<file path="src/rtl/hlsm_pkg.sv">
`default_nettype none
// ============================================================================
// Module   : hlsm_pkg
// Purpose  : Shared definitions for the hlsm_accum_seq accumulate-loop engine.
//            Holds the controller state encoding and the mode constants.
// Contents : hlsm_state_t  - 2-bit controller state
//            HLSM_MODE_SUM - mode value selecting f(i) = i
//            HLSM_MODE_SQ  - mode value selecting f(i) = i*i
// Revision : 1.0 - initial release
// ============================================================================
package hlsm_pkg;

  typedef enum logic [1:0] {
    IDLE  = 2'b00,
    CHECK = 2'b10,
    ACC   = 2'b01,
    DONE  = 2'b11
  } hlsm_state_t;

  localparam logic HLSM_MODE_SUM = 1'b0;
  localparam logic HLSM_MODE_SQ  = 1'b1;

endpackage
`default_nettype wire

</file>
<file path="src/rtl/hlsm_accum_dp.sv">
`default_nettype none
// ============================================================================
// Module   : hlsm_accum_dp
// Purpose  : Datapath for hlsm_accum_seq: loop index, accumulator, captured
//            bound/mode, run-overflow tracking and the result registers.
// Ports    : clk, rst (async active-low)
//            clr     - clear index and accumulator (controller in IDLE)
//            cap     - capture n/mode, clear run-overflow (start accepted)
//            i_ld    - increment loop index
//            sum_ld  - accumulate f(i) into sum
//            res_ld  - publish sum and run-overflow to result/ovf
//            n, mode - run parameters (sampled only on cap)
//            i_lt_n  - comparator output i < n_q
//            result, ovf - last completed run
// Config   : HLSM_ACCUM_SAT_EN - saturate accumulator on overflow
// Revision : 1.0 - initial release
// ============================================================================
module hlsm_accum_dp
  import hlsm_pkg::*;
#(
  parameter int WIDTH = 8
) (
  input  logic             clk,
  input  logic             rst,
  input  logic             clr,
  input  logic             cap,
  input  logic             i_ld,
  input  logic             sum_ld,
  input  logic             res_ld,
  input  logic [WIDTH-1:0] n,
  input  logic             mode,
  output logic             i_lt_n,
  output logic [WIDTH-1:0] result,
  output logic             ovf
);

  logic [WIDTH-1:0]   i_q;
  logic [WIDTH-1:0]   sum_q;
  logic [WIDTH-1:0]   n_q;
  logic               mode_q;
  logic               run_ovf_q;

  logic [2*WIDTH-1:0] i_ext;
  logic [2*WIDTH-1:0] prod;
  logic               prod_ovf;
  logic [WIDTH-1:0]   f_val;
  logic [WIDTH:0]     add;
  logic               step_ovf;
  logic [WIDTH-1:0]   sum_nxt;

  always_comb begin
    i_ext    = {{WIDTH{1'b0}}, i_q};
    prod     = i_ext * i_ext;
    // Upper half of the square only matters when squares are being summed.
    prod_ovf = (mode_q == HLSM_MODE_SQ) && (|prod[2*WIDTH-1:WIDTH]);
    f_val    = (mode_q == HLSM_MODE_SUM) ? i_q : prod[WIDTH-1:0];
`ifdef HLSM_ACCUM_SAT_EN
    if (prod_ovf) f_val = {WIDTH{1'b1}};
`endif
    add      = {1'b0, sum_q} + {1'b0, f_val};
    step_ovf = prod_ovf | add[WIDTH];
`ifdef HLSM_ACCUM_SAT_EN
    // Once the run has overflowed the accumulator stays pinned at all-ones.
    sum_nxt  = (run_ovf_q | step_ovf) ? {WIDTH{1'b1}} : add[WIDTH-1:0];
`else
    sum_nxt  = add[WIDTH-1:0];
`endif
    i_lt_n   = (i_q < n_q);
  end

  always_ff @(posedge clk or negedge rst) begin
    if (!rst) begin
      i_q       <= '0;
      sum_q     <= '0;
      n_q       <= '0;
      mode_q    <= 1'b0;
      run_ovf_q <= 1'b0;
      result    <= '0;
      ovf       <= 1'b0;
    end else begin
      if (clr) begin
        i_q   <= '0;
        sum_q <= '0;
      end
      if (cap) begin
        n_q       <= n;
        mode_q    <= mode;
        run_ovf_q <= 1'b0;
      end
      // i never passes n_q, so the increment cannot wrap.
      if (i_ld)   i_q <= i_q + WIDTH'(1);
      if (sum_ld) begin
        sum_q     <= sum_nxt;
        run_ovf_q <= run_ovf_q | step_ovf;
      end
      if (res_ld) begin
        result <= sum_q;
        ovf    <= run_ovf_q;
      end
    end
  end

endmodule
`default_nettype wire

</file>
<file path="src/rtl/hlsm_accum_seq.sv">
`default_nettype none
// ============================================================================
// Module   : hlsm_accum_seq
// Purpose  : Accumulate-loop engine. On start computes sum of f(i) for
//            i = 0..n-1 with f(i) = i (mode 0) or i*i (mode 1), reports the
//            WIDTH-bit result with a one-cycle done pulse and an overflow flag.
// Ports    : clk    - rising-edge clock
//            rst    - asynchronous active-low reset
//            start  - run request, sampled in IDLE only
//            n      - loop bound (captured on accept)
//            mode   - 0 sum of i, 1 sum of i^2 (captured on accept)
//            busy   - high whenever not IDLE
//            done   - one-cycle completion pulse
//            result - last completed sum
//            ovf    - last run exceeded WIDTH bits
// Config   : HLSM_ACCUM_SAT_EN - saturate accumulator on overflow
// Revision : 1.0 - initial release
// ============================================================================
module hlsm_accum_seq
  import hlsm_pkg::*;
#(
  parameter int WIDTH = 8
) (
  input  logic             clk,
  input  logic             rst,
  input  logic             start,
  input  logic [WIDTH-1:0] n,
  input  logic             mode,
  output logic             busy,
  output logic             done,
  output logic [WIDTH-1:0] result,
  output logic             ovf
);

  hlsm_state_t state;
  hlsm_state_t state_nxt;

  logic clr;
  logic cap;
  logic i_ld;
  logic sum_ld;
  logic res_ld;
  logic i_lt_n;

  always_ff @(posedge clk or negedge rst) begin
    if (!rst) state <= IDLE;
    else      state <= state_nxt;
  end

  always_comb begin
    state_nxt = state;
    clr       = 1'b0;
    cap       = 1'b0;
    i_ld      = 1'b0;
    sum_ld    = 1'b0;
    res_ld    = 1'b0;
    busy      = 1'b1;
    done      = 1'b0;
    case (state)
      IDLE: begin
        busy = 1'b0;
        clr  = 1'b1;
        if (start) begin
          cap       = 1'b1;
          state_nxt = CHECK;
        end
      end
      CHECK: begin
        if (i_lt_n) begin
          state_nxt = ACC;
        end else begin
          res_ld    = 1'b1;
          state_nxt = DONE;
        end
      end
      ACC: begin
        i_ld      = 1'b1;
        sum_ld    = 1'b1;
        state_nxt = CHECK;
      end
      DONE: begin
        done      = 1'b1;
        state_nxt = IDLE;
      end
      default: state_nxt = IDLE;
    endcase
  end

  hlsm_accum_dp #(
    .WIDTH (WIDTH)
  ) u_dp (
    .clk    (clk),
    .rst    (rst),
    .clr    (clr),
    .cap    (cap),
    .i_ld   (i_ld),
    .sum_ld (sum_ld),
    .res_ld (res_ld),
    .n      (n),
    .mode   (mode),
    .i_lt_n (i_lt_n),
    .result (result),
    .ovf    (ovf)
  );

endmodule
`default_nettype wire

</file>
<file path="config.mk">
export PLATFORM = sky130hd
export DESIGN_NAME = hlsm_accum_seq
export DESIGN_NICKNAME = d
export VERILOG_FILES = /design/src/rtl/hlsm_pkg.sv /design/src/rtl/hlsm_accum_dp.sv /design/src/rtl/hlsm_accum_seq.sv
export SDC_FILE = /design/constraint.sdc
export NUM_CORES = 1
export LEC_CHECK = 0
export CORE_MARGIN = 3
export CORE_UTILIZATION = 45
export DETAILED_ROUTE_END_ITERATION = 10
export GPL_ROUTABILITY_DRIVEN = 0
export SLEW_MARGIN = 20
export SYNTH_ARGS = -nofsm -noshare
export SYNTH_HDL_FRONTEND = slang
export SYNTH_HIERARCHICAL = 1
export SYNTH_SLANG_ARGS = --single-unit
</file>
<file path="constraint.sdc">
create_clock -name clk -period 6.4 [get_ports clk]
set_clock_uncertainty 0.05 [all_clocks]
set_input_delay 1.28 -clock clk [delete_from_list [all_inputs] [get_ports clk]]
set_output_delay 1.28 -clock clk [all_outputs]
set_load 0.01 [all_outputs]
</file>
### Word-level counts from Yosys, hierarchy flattened

Index checks and enable logic that the tools add are counted.

| operators by class | value |
|---|---|
| $add $sub $neg | 2 |
| multipliers | 1 |
| order comparisons | 1 |
| eq/ne operators | 4 |
| multiplexer cells | 17 |
| bitwise gates (word level) | 2 |
| reduce and logical (&&, ||, !) cells | 5 |

Operators by type and width:

| kind | number |
|---|---|
| $mux 8 | 4 |
| $mul 8x8->16 | 1 |
| $mux 1 | 10 |
| $add 8x8->9 | 1 |
| $add 8x1->8 const B | 1 |
| $lt 8x8->1 | 1 |
| $pmux 2 s4 | 1 |
| $reduce_or 8->1 | 1 |
| $eq 2x2->1 const B | 2 |
| $mux 2 | 2 |
| $reduce_bool 2->1 | 2 |
| $eq 2x1->1 const B | 1 |
| $logic_not 2->1 | 1 |
| $ne 2x2->1 const B | 1 |
| $or 1x1->1 | 2 |
| $logic_and 1x1->1 | 1 |

| storage, ports and cells | value |
|---|---|
| bits in registers | 37 |

### Depth between registers and ports, before layout

Gate-level depths: netlist (run 1).

| depth | value |
|---|---|
| word-level depth | 6 |
| depth in mapped cells | 24 |
| mapped depth without buffers | 23 |

### Modules after synthesis

The synthesis (run 1) kept the hierarchy.

By module, submodules not included:

| module | instances | cells an instance | area each (um^2) | seq. area each (um^2) |
|---|---|---|---|---|
| hlsm_accum_dp | 1 | 384 | 3588.4 | 875.8 |
| hlsm_accum_seq | 1 | 11 | 110.1 | 50.0 |

### Least setup slack after synthesis (run 1)

No wires, ideal clock.

| timing path | value |
|---|---|
| path type | reg2reg |
| start | register u_dp.i_q[2] |
| end | register u_dp.run_ovf_q |
| data arrival time | 4703 ps |
| data required time | 6221 ps |
| slack | 1518 ps |
| stages on the path, launching flop included | 21 |
| period minus slack after synthesis | 4882 ps |
| path through | dfrtp_1 clkbuf_1 inv_1 fa_1 fa_1 inv_1 ha_1 inv_1 fa_1 inv_1 ha_1 xnor2_1 mux2_2 ha_1 or2_2 a21oi_1 nand2b_1 a21oi_1 nor3_1 nand4_1 o41a_1 |

| between the ends | value |
|---|---|
| word-level cells in the longest chain between the ends | 6 |
| elaborated cells on any way between the ends | 8 |

RTL lines:

| item | RTL line | RTL |
|---|---|---|
| start: declaration | hlsm_accum_dp.sv:37 | `logic [WIDTH-1:0] i_q;` |
| start signal: assignment | hlsm_accum_dp.sv:91 | `if (i_ld) i_q <= i_q + WIDTH'(1);` |
| $mul 8x8->16 | hlsm_accum_dp.sv:53 | `prod = i_ext * i_ext;` |
| $mux 8 or $reduce_or 8->1 (tied branches) | hlsm_accum_dp.sv:56, hlsm_accum_dp.sv:55 |  |
| $add 8x8->9 or $logic_and 1x1->1 (tied branches) | hlsm_accum_dp.sv:60, hlsm_accum_dp.sv:55 |  |
| $or 1x1->1 * | hlsm_accum_dp.sv:61 | `step_ovf = prod_ovf \| add[WIDTH];` |
| $or 1x1->1 * | hlsm_accum_dp.sv:94 | `run_ovf_q <= run_ovf_q \| step_ovf;` |
| $mux 1 * | hlsm_accum_dp.sv:92 | `if (sum_ld) begin` |
| end signal: assignment | hlsm_accum_dp.sv:94 |  |
| end: declaration | hlsm_accum_dp.sv:41 | `logic run_ovf_q;` |

Every way passes the cells marked *; elsewhere a longest branch is shown, timed or not.
A chain may end at the register's enable or synchronous reset.

### Worst setup path after layout (run 1)

| timing path | value |
|---|---|
| start | register u_dp.i_q[1] |
| end | register u_dp.run_ovf_q |

The elaborated chain is that of the path after synthesis.

==> flow_summary.json, run 1 <==
{
  "hpwl_um": 5660,
  "synth_edf_count": 0,
  "synth_cells": 395,
  "numPortBuffers": 22,
  "fin_ws_ns": 1.25,
  "rows": 32,
  "seq_power_share": 0.391,
  "cts_sinks": 37,
  "via_per_inst": 5.11,
  "track_usage": 0.164,
  "die_area_sq_um": 9340,
  "switching_share": 0.374,
  "p_switching_mw": 0.353,
  "seq_area_frac_synth": 0.250,
  "fillers": 782,
  "power_density_nw_per_um2": 233,
  "finalWirelength_um": 7170,
  "path_max_fanout": 13,
  "maxSlewViolCount": 0,
  "setup_violations": 0,
  "max-cap-violations": 0,
  "holdWs_ns": 0.457,
  "htreeDepth": 2,
  "yosys.cell_types.count": 52,
  "hold_viol": 0,
  "cts_buffers": 5,
  "dr_total_vias": 2606,
  "relSlewSlack": 0.466,
  "cts-root-buf": "clkbuf_8",
  "die_w_um": 96.7,
  "combPwrFrac": 0.385,
  "grt_setup_unrepaired": "no",
  "overflow": 0,
  "firstDrtPassIters": 4,
  "required_ns": 6.52,
  "drive_above_1_share": 0.0907,
  "synth_top_area_cell": "dfrtp_1",
  "synth_flop_cell": "dfrtp_1",
  "p_clk_frac": 0.223,
  "internal_power_mw": 0.590,
  "syn_area_sq_um": 3700,
  "fmax_mhz": 194,
  "syn_avg_cell_area_sq_um": 9.36,
  "antenna_found_initial": 0,
  "core_area_sq_um": 7850,
  "worstSetupPathType": "flip-flop to flip-flop",
  "layout.nets": 488,
  "r2r_slack_ns": 1.25,
  "layout_common_cells": "55 x inv_1, 45 x ha_1, 37 x dfrtp_1",
  "tightest_slew_ns": 0.801,
  "crit_path_end_kind": "flip-flop",
  "die_y_um": 96.7,
  "drc_errors": 0,
  "hold_path_class": "flip-flop to flip-flop",
  "diodes": 0,
  "status": "finished, final reports clean",
  "post_cts_buffers": 0,
  "fin_crit_ns": 5.15,
  "worstSkewPairLatency_ns": 0.29,
  "area_growth_pct": 9.51,
  "async_reset_ff_frac": 1.00,
  "cts-resized-gates": 0,
  "yosysWarnings": 6,
  "routedWlPerCell_um": 14.1,
  "antenna_left": 0,
  "initial_utilization": 0.471,
  "grt_pass1_vias": 2700,
  "drtIter0Drc": 47,
  "worstPathArrival_ns": 5.27,
  "worstSetupStartpointType": "flip-flop",
  "fin_setup_tns_ns": 0,
  "grt_max_degree": 38,
  "synth_top_cells_by_area": "dfrtp_1 25%, ha_1 15%, fa_1 13%, inv_1 5.6%, mux2_2 4.6%",
  "timing.final.crit_share": 0.805,
  "final_common_cell": "inv_1",
  "grt_pass1_wl_um": 12900,
  "cts.clk_slew.worst_paths_ns": 0.07,
  "p_leak_nw": 2.00,
  "syn_nets": 476,
  "clock_path_buffers": 2,
  "cts_tree": "done",
  "ios": 23,
  "vdd_drop_max_uv": 87.1,
  "cts_hold_buf": 0,
  "netlist.area_leader.share": 0.250,
  "ys_ff_latch": 37,
  "dp_worst_setup_slack_ns": 1.28
}
[power groups by stage]
stage / clock [mW] / combinational [mW] / sequential (mW)
after floorplan: 0 / 0.279 / 0.341
after global placement: 0 / 0.360 / 0.372
after detailed placement: 0 / 0.364 / 0.372
after CTS: 0.218 / 0.365 / 0.367
after global routing: 0.226 / 0.418 / 0.378
final: 0.211 / 0.363 / 0.369
[flip-flops by register name (all words and copies together) (netlist names)]
name and cells:
u_dp/i_q 8, u_dp/n_q 8, u_dp/result 8, u_dp/sum_q 8
state 2, u_dp/mode_q 1, u_dp/ovf 1, u_dp/run_ovf_q 1
[per-stage QoR]
stage | cell area [sq um] | instances | utilization | power [mW]
2_1_floorplan | 3700 | 395 | - | 0.620
3_3_place_gp | 3930 | 502 | 0.501 | 0.732
3_5_place_dp | 3930 | 502 | 0.501 | 0.736
4_1_cts | 4050 | 510 | 0.516 | 0.950
5_1_grt | 4050 | 510 | 0.516 | 1.02
6_report | 4050 | 510 | 0.516 | 0.943
[per-layer routing]
metal	GRT usage	vias to the layer above	routed length (um)
met5	0	-	0
met3	0.0166	8	195
li1	-	1351	-
met1	0.235	1208	3670
met4	0.0572	0	117
met2	0.259	39	3190
[final cells by class]
| class | instances | area [sq um] | area share |
|---|---|---|---|
| Inverter | 55 | 206 | 0.0510 |
| Sequential cell | 37 | 926 | 0.229 |
| Clock inverter | 2 | 37.5 | 0.00927 |
| Clock buffer | 6 | 82.6 | 0.0204 |
| Multi-Input combinational cell | 286 | 2450 | 0.606 |
| Timing Repair Buffer | 22 | 215 | 0.0531 |
| Tap cell | 102 | 128 | 0.0315 |
[Yosys cell counts, drive strengths merged (2+ instances only)]
library cell / number
nor3b: 2
mux2: 16
nor3: 3
xor2: 4
o211ai: 2
o21bai: 4
buf: 3
a31oi: 5
inv: 55
o21ai: 24
fa: 24
a211o: 2
a22o: 7
nand3: 5
a21oi: 26
dfrtp: 37
clkbuf: 13
xnor2: 16
nor2: 15
a21o: 8
nand2: 34
conb: 2
and2: 16
a311oi: 2
ha: 45
nor2b: 3
o41ai: 3
and3: 2
nand2b: 4
[worst paths after layout]
path | from | to | depth (start not counted)
min in group asynchronous | rst | u_dp/result[2] | 1
max in group asynchronous | rst | u_dp/i_q[2] | 1
min reg2reg | u_dp/result[4] | u_dp/result[4] | 1
max | u_dp/i_q[1] | u_dp/run_ovf_q | 19
max reg2reg | u_dp/i_q[1] | u_dp/run_ovf_q | 19
min | u_dp/result[4] | u_dp/result[4] | 1
[critical path, stage by stage, from the launching register on]
cell	delay, ns
dfrtp_1	0.65
nand2_1	0.19
fa_1	0.42
fa_1	0.49
inv_1	0.04
ha_1	0.26
inv_1	0.05
fa_1	0.53
inv_1	0.04
ha_1	0.34
xnor2_1	0.14
mux2_2	0.27
ha_1	0.31
or2_2	0.30
a21oi_1	0.14
nand2b_1	0.11
a21oi_1	0.05
nor3_1	0.14
nand4_1	0.09
o41a_1	0.42
[logic make-up after synthesis]
group / after synthesis / share of synthesized area
DFF: 37 / 0.250
other: 2 / 0.00203
muxes: 17 / 0.0514
AOI/OAI and AO/OA: 89 / 0.161
buffers and inverters: 72 / 0.0859
and+or+nand+nor: 89 / 0.119
adders and majority gates: 69 / 0.282
xor gates and xnor gates: 20 / 0.0474
No activity file was read; power rests on OpenSTA's default activity.
==> run 2: changes to the inputs <==
- clock period: 6.4 -> 5.2 ns (I/O delays scaled with it)
==> flow_summary.json, run 2 (synthesized netlist as in run 1, its figures left out) <==
{
  "hold_viol": 0,
  "cts_tree": "done",
  "max-cap-violations": 0,
  "die_area_sq_um": 9340,
  "overflow": 0,
  "worstSetupStartpointType": "flip-flop",
  "hpwl_um": 6130,
  "initial_utilization": 0.471,
  "layout_common_cells": "55 x inv_1, 45 x ha_1, 34 x dfrtp_1, 34 x nand2_1",
  "stdcell_count": 517,
  "rows": 32,
  "vdd_drop_max_uv": 160,
  "finalWirelength_um": 7630,
  "layout.nets": 495,
  "grt_max_degree": 38,
  "crit_path_end_kind": "flip-flop",
  "status": "finished, final reports clean",
  "via_per_inst": 5.26,
  "maxSlewViolCount": 0,
  "antenna_left": 0,
  "grt_pass1_wl_um": 13400,
  "firstDrtPassIters": 4,
  "timing.final.crit_share": 0.960,
  "cts-root-buf": "clkbuf_8",
  "fin_crit_ns": 4.99,
  "htreeDepth": 2,
  "cts_buffers": 5,
  "placedCellCount": 509,
  "drive_above_1_share": 0.116,
  "worstPathArrival_ns": 5.12,
  "die_w_um": 96.7,
  "drc_errors": 0,
  "fmax_mhz": 200,
  "area_growth_pct": 11.7,
  "postLayoutCoreUtil": 0.526,
  "track_usage": 0.172,
  "final_common_cell": "inv_1",
  "post_cts_buffers": 0,
  "setup_violations": 0,
  "p_leak_nw": 2.06,
  "relSlewSlack": 0.432,
  "antenna_found_initial": 0,
  "hold_path_class": "flip-flop to flip-flop",
  "cts_sinks": 37,
  "dp_worst_setup_slack_ns": 0.105,
  "required_ns": 5.32,
  "internal_power_mw": 0.776,
  "fin_setup_tns_ns": 0,
  "die_y_um": 96.7,
  "seq_power_share": 0.359,
  "dr_total_vias": 2720,
  "routedWlPerCell_um": 14.8,
  "p_clk_frac": 0.250,
  "worstSkewPairLatency_ns": 0.29,
  "fin_ws_ns": 0.207,
  "p_switching_mw": 0.446,
  "path_max_fanout": 11,
  "clock_path_buffers": 2,
  "combPwrFrac": 0.392,
  "power_density_nw_per_um2": 296,
  "diodes": 0,
  "grt_pass1_vias": 2733,
  "numPortBuffers": 22,
  "ios": 23,
  "core_area_sq_um": 7850,
  "power.total_mw": 1.22,
  "cts-resized-gates": 0,
  "worstSetupPathType": "flip-flop to flip-flop",
  "drtIter0Drc": 124,
  "cts.clk_slew.worst_paths_ns": 0.08,
  "switching_share": 0.365,
  "tightest_slew_ns": 0.851,
  "cts_hold_buf": 0
}
run 2: cell count changes in the layout (fill, tap and decap cells not counted), sizes merged:
| cell | before | now |
|---|---|---|
| buf | 1 | 8 |
| bufinv | 1 | 2 |
| clkbuf | 6 | 5 |
| clkinvlp | 1 | 0 |
| inv | 55 | 56 |
run 2: area by class of cell:
| type | instances | area, sq um |
|---|---|---|
| clock buffers | 5 | 68.8 |
| clock inverters | 3 | 68.8 |
| fillers | 733 | 3720 |
| inverters | 55 | 206 |
| multi-input cells | 286 | 2460 |
| flip-flops and latches | 37 | 930 |
| well taps | 102 | 128 |
| repair buffers | 29 | 268 |
run 2: worst paths after layout:
check | startpoint | to | slack, ns | cells after the start
hold reg to reg | u_dp/result[1] | u_dp/result[1] | 0.47 | 1
max in group asynchronous | rst | u_dp/i_q[5] | 3.70 | 1
hold / removal | u_dp/result[1] | u_dp/result[1] | 0.47 | 1
setup reg to reg | u_dp/i_q[7] | u_dp/run_ovf_q | 0.21 | 15
min in group asynchronous | rst | u_dp/sum_q[2] | 0.80 | 1
setup / recovery | u_dp/i_q[7] | u_dp/run_ovf_q | 0.21 | 15
run 2: power by group through the flow:
stage | clock, mW | combinational, mW | sequential, mW
after floorplan | 0 | 0.343 | 0.420
after CTS | 0.314 | 0.482 | 0.438
final | 0.305 | 0.479 | 0.438
after global placement | 0 | 0.468 | 0.441
after global routing | 0.328 | 0.538 | 0.453
after detailed placement | 0 | 0.479 | 0.444
run 2: layer usage:
metal  track usage  wire length (um)
met1         0.243              3570
met4        0.0497               101
met3        0.0245               314
met5             0                 0
met2         0.274              3640
run 2: per-stage QoR:
step / hold WS, ns / cell area [sq um]
6_report: 0.466 / 4130
5_1_grt: 0.487 / 4130
4_1_cts: 0.471 / 4120
3_5_place_dp: 0.452 / 3980
3_3_place_gp: 0.439 / 3980
2_1_floorplan: 0.430 / 3700
run 2: worst max-delay path, stage by stage, from the launching register on:
cell and delay, ns:
dfrtp_1 0.53, and2_1 0.25, fa_1 0.56, inv_1 0.10, fa_1 0.52, fa_1 0.55, inv_1 0.05, fa_1 0.44
ha_1 0.43, a21oi_4 0.20, o211ai_2 0.11, a21oi_1 0.20, a21oi_2 0.05, a311oi_1 0.28, nand4_1 0.13, o41a_1 0.43
==> variant, RTL diff (config.mk and constraints of run 1) <==
`WIDTH` is set to 8 in 2 places; all go to 12.
--- a/src/rtl/hlsm_accum_dp.sv
+++ b/src/rtl/hlsm_accum_dp.sv
@@ -19,5 +19,5 @@
   import hlsm_pkg::*;
 #(
-  parameter int WIDTH = 8
+  parameter int WIDTH = 12
 ) (
   input  logic             clk,
--- a/src/rtl/hlsm_accum_seq.sv
+++ b/src/rtl/hlsm_accum_seq.sv
@@ -20,5 +20,5 @@
   import hlsm_pkg::*;
 #(
-  parameter int WIDTH = 8
+  parameter int WIDTH = 12
 ) (
   input  logic             clk,
Interface: changed (resized n and result); port bits go from 23 to 31. No check against the original RTL was run, so the function may have changed too.
==> variant against run 1 <==
Critical endpoint unchanged. Largest power group unchanged. Utilization decreased by 0.24 points. Critical path type unchanged. Sequential cell count increased by 16. Area after synthesis increased by 93%. Power increased by 19%. Final area increased by 95%. Critical path depth increased by 3. Routed wire length increased by 130%. Setup slack got worse by 0.86 ns. Fmax decreased by 14%.
==> variant: results (changes against run 1) <==
[timing]
tightest_slew_ns = 1.02  ; +0.222 ns

[placed_design]
portBuffers = 30  ; +36%
hpwl_mm = 13.3  ; +140%

[cts]
clock-root-buffer = clkbuf_16
clk_latency_ns = 0.30
cts-buffers-inserted = 5  ; unchanged
h-tree-depth = 2  ; unchanged

[synth]
ys_top_cells_by_area = fa_1 24%, dfrtp_1 19%, ha_1 14%
synth_commonest_cells = 150 x inv_1, 84 x fa_1, 81 x ha_1
synth_nets = 960  ; +100%
synth.distinct_cells = 58  ; +12%
seq_area_frac_synth_pct = 18.6  ; -6.5 points
synth_top_area_share_pct = 23.5  ; -1.5 points

[layout]
drive_above_1_share_pct = 9.15  ; +0.078 points
fin_util_pct = 51.4  ; -0.24 points
final_nets = 989  ; +100%

[worst_setup_path]
crit_path_max_incr_delay_ns = 0.57  ; -0.08 ns
cp_max_fo = 10  ; -3
cp_slowest_cell = fa_1
cp.arrival_ns = 6.15  ; +0.88 ns

[global_routing]
grt_usage_pct = 19.2  ; +2.8 points
grt_pass1_wl_mm = 27.8  ; +120%
grt_pass1_vias = 5571  ; +110%
grt_max_degree = 54  ; +42%

[drt]
vias = 5292  ; +100%
drtIter0Drc = 327  ; +600%
wl_mm = 16.3  ; +130%

[status]
status = complete, no violations

[power]
p_leak_nw = 3.96  ; +97%
peakVddDrop_uv = 150  ; +73%

[variant: changes by cell type in the layout (fill, tap and decap cells not counted), sizes merged, moves of 20 or more]
cell,change
inv,+95
fa,+60
nand2,+37
ha,+36
and2,+20
buf,+20
[variant: logic make-up after synthesis]
| group | count (synthesis) | share of synthesized area [%] |
|---|---|---|
| flops | 53 | 18.6 |
| compound gates | 136 | 12.7 |
| simple gates | 197 | 14.3 |
| xor+xnor | 25 | 3.17 |
| fa+ha+maj | 165 | 37.7 |
| buf+inv | 178 | 9.72 |
| mux | 25 | 3.87 |
[variant: metal layers]
metal | routed length [µm] | part of all wire, % | global-route usage, %
met4 | 114 | 0.70 | 2.92
met3 | 463 | 2.8 | 2.29
met2 | 7980 | 49 | 33.2
met1 | 7700 | 47 | 26.6
met5 | 0 | 0 | 0
[variant: per-stage QoR]
step                power, mW  instance area, µm²  hold WS, ns  worst slack [ns]  instances
floorplan               0.715                7150        0.430             0.477        779
CTS                      1.13                7880        0.468             0.190       1020
detailed placement      0.843                7720        0.445             0.234       1012
finish                   1.12                7900        0.462             0.388       1020
global route             1.20                7900        0.480            0.0351       1020
global placement        0.829                7720        0.443             0.457       1012
[variant: report_power, final]
part           internal [mW]  switching, mW
combinational          0.155          0.234
clock                  0.156          0.126
sequential             0.398         0.0488
[variant: final timing paths]
path	start	endpoint	slack [ns]	cells past startpoint
max reg2reg	u_dp/i_q[4]	u_dp/run_ovf_q	0.39	22
min reg2reg	u_dp/result[2]	u_dp/result[2]	0.46	1
max in group asynchronous	rst	u_dp/i_q[2]	4.75	2
min in group asynchronous	rst	u_dp/n_q[0]	1.06	2
min	u_dp/result[2]	u_dp/result[2]	0.46	1
max	u_dp/i_q[4]	u_dp/run_ovf_q	0.39	22
[variant: layout make-up]
cell class	instances	area (µm²)
clock inverters	2	13.8
flip-flops and latches	53	1330
inverters	150	563
fillers	1461	7470
repair buffers	50	445
multi-input cells	548	5140
well taps	211	264
clock buffers	6	139
[variant: worst register-to-register path, stage by stage, from the launching register on]
cell and delay [ns]:
dfrtp_1 0.48, buf_4 0.23, inv_1 0.13, ha_1 0.32, xnor2_1 0.20, fa_1 0.45, ha_1 0.33, fa_1 0.57
inv_1 0.07, fa_1 0.54, inv_1 0.05, ha_1 0.35, o21a_1 0.13, nor2_1 0.15, xnor2_1 0.08, mux2_2 0.26
ha_1 0.34, and3_1 0.18, a211oi_2 0.29, o21bai_1 0.12, a211oi_2 0.26, a21boi_0 0.12, a22o_1 0.21
[variant: repair_timing]
| item | 4_1_cts | 5_1_grt |
|---|---|---|
| resized for setup | 0 | 5 |
| endpoints found under the setup margin | 0 | 1 |
| buffers inserted | 0 | 0 |
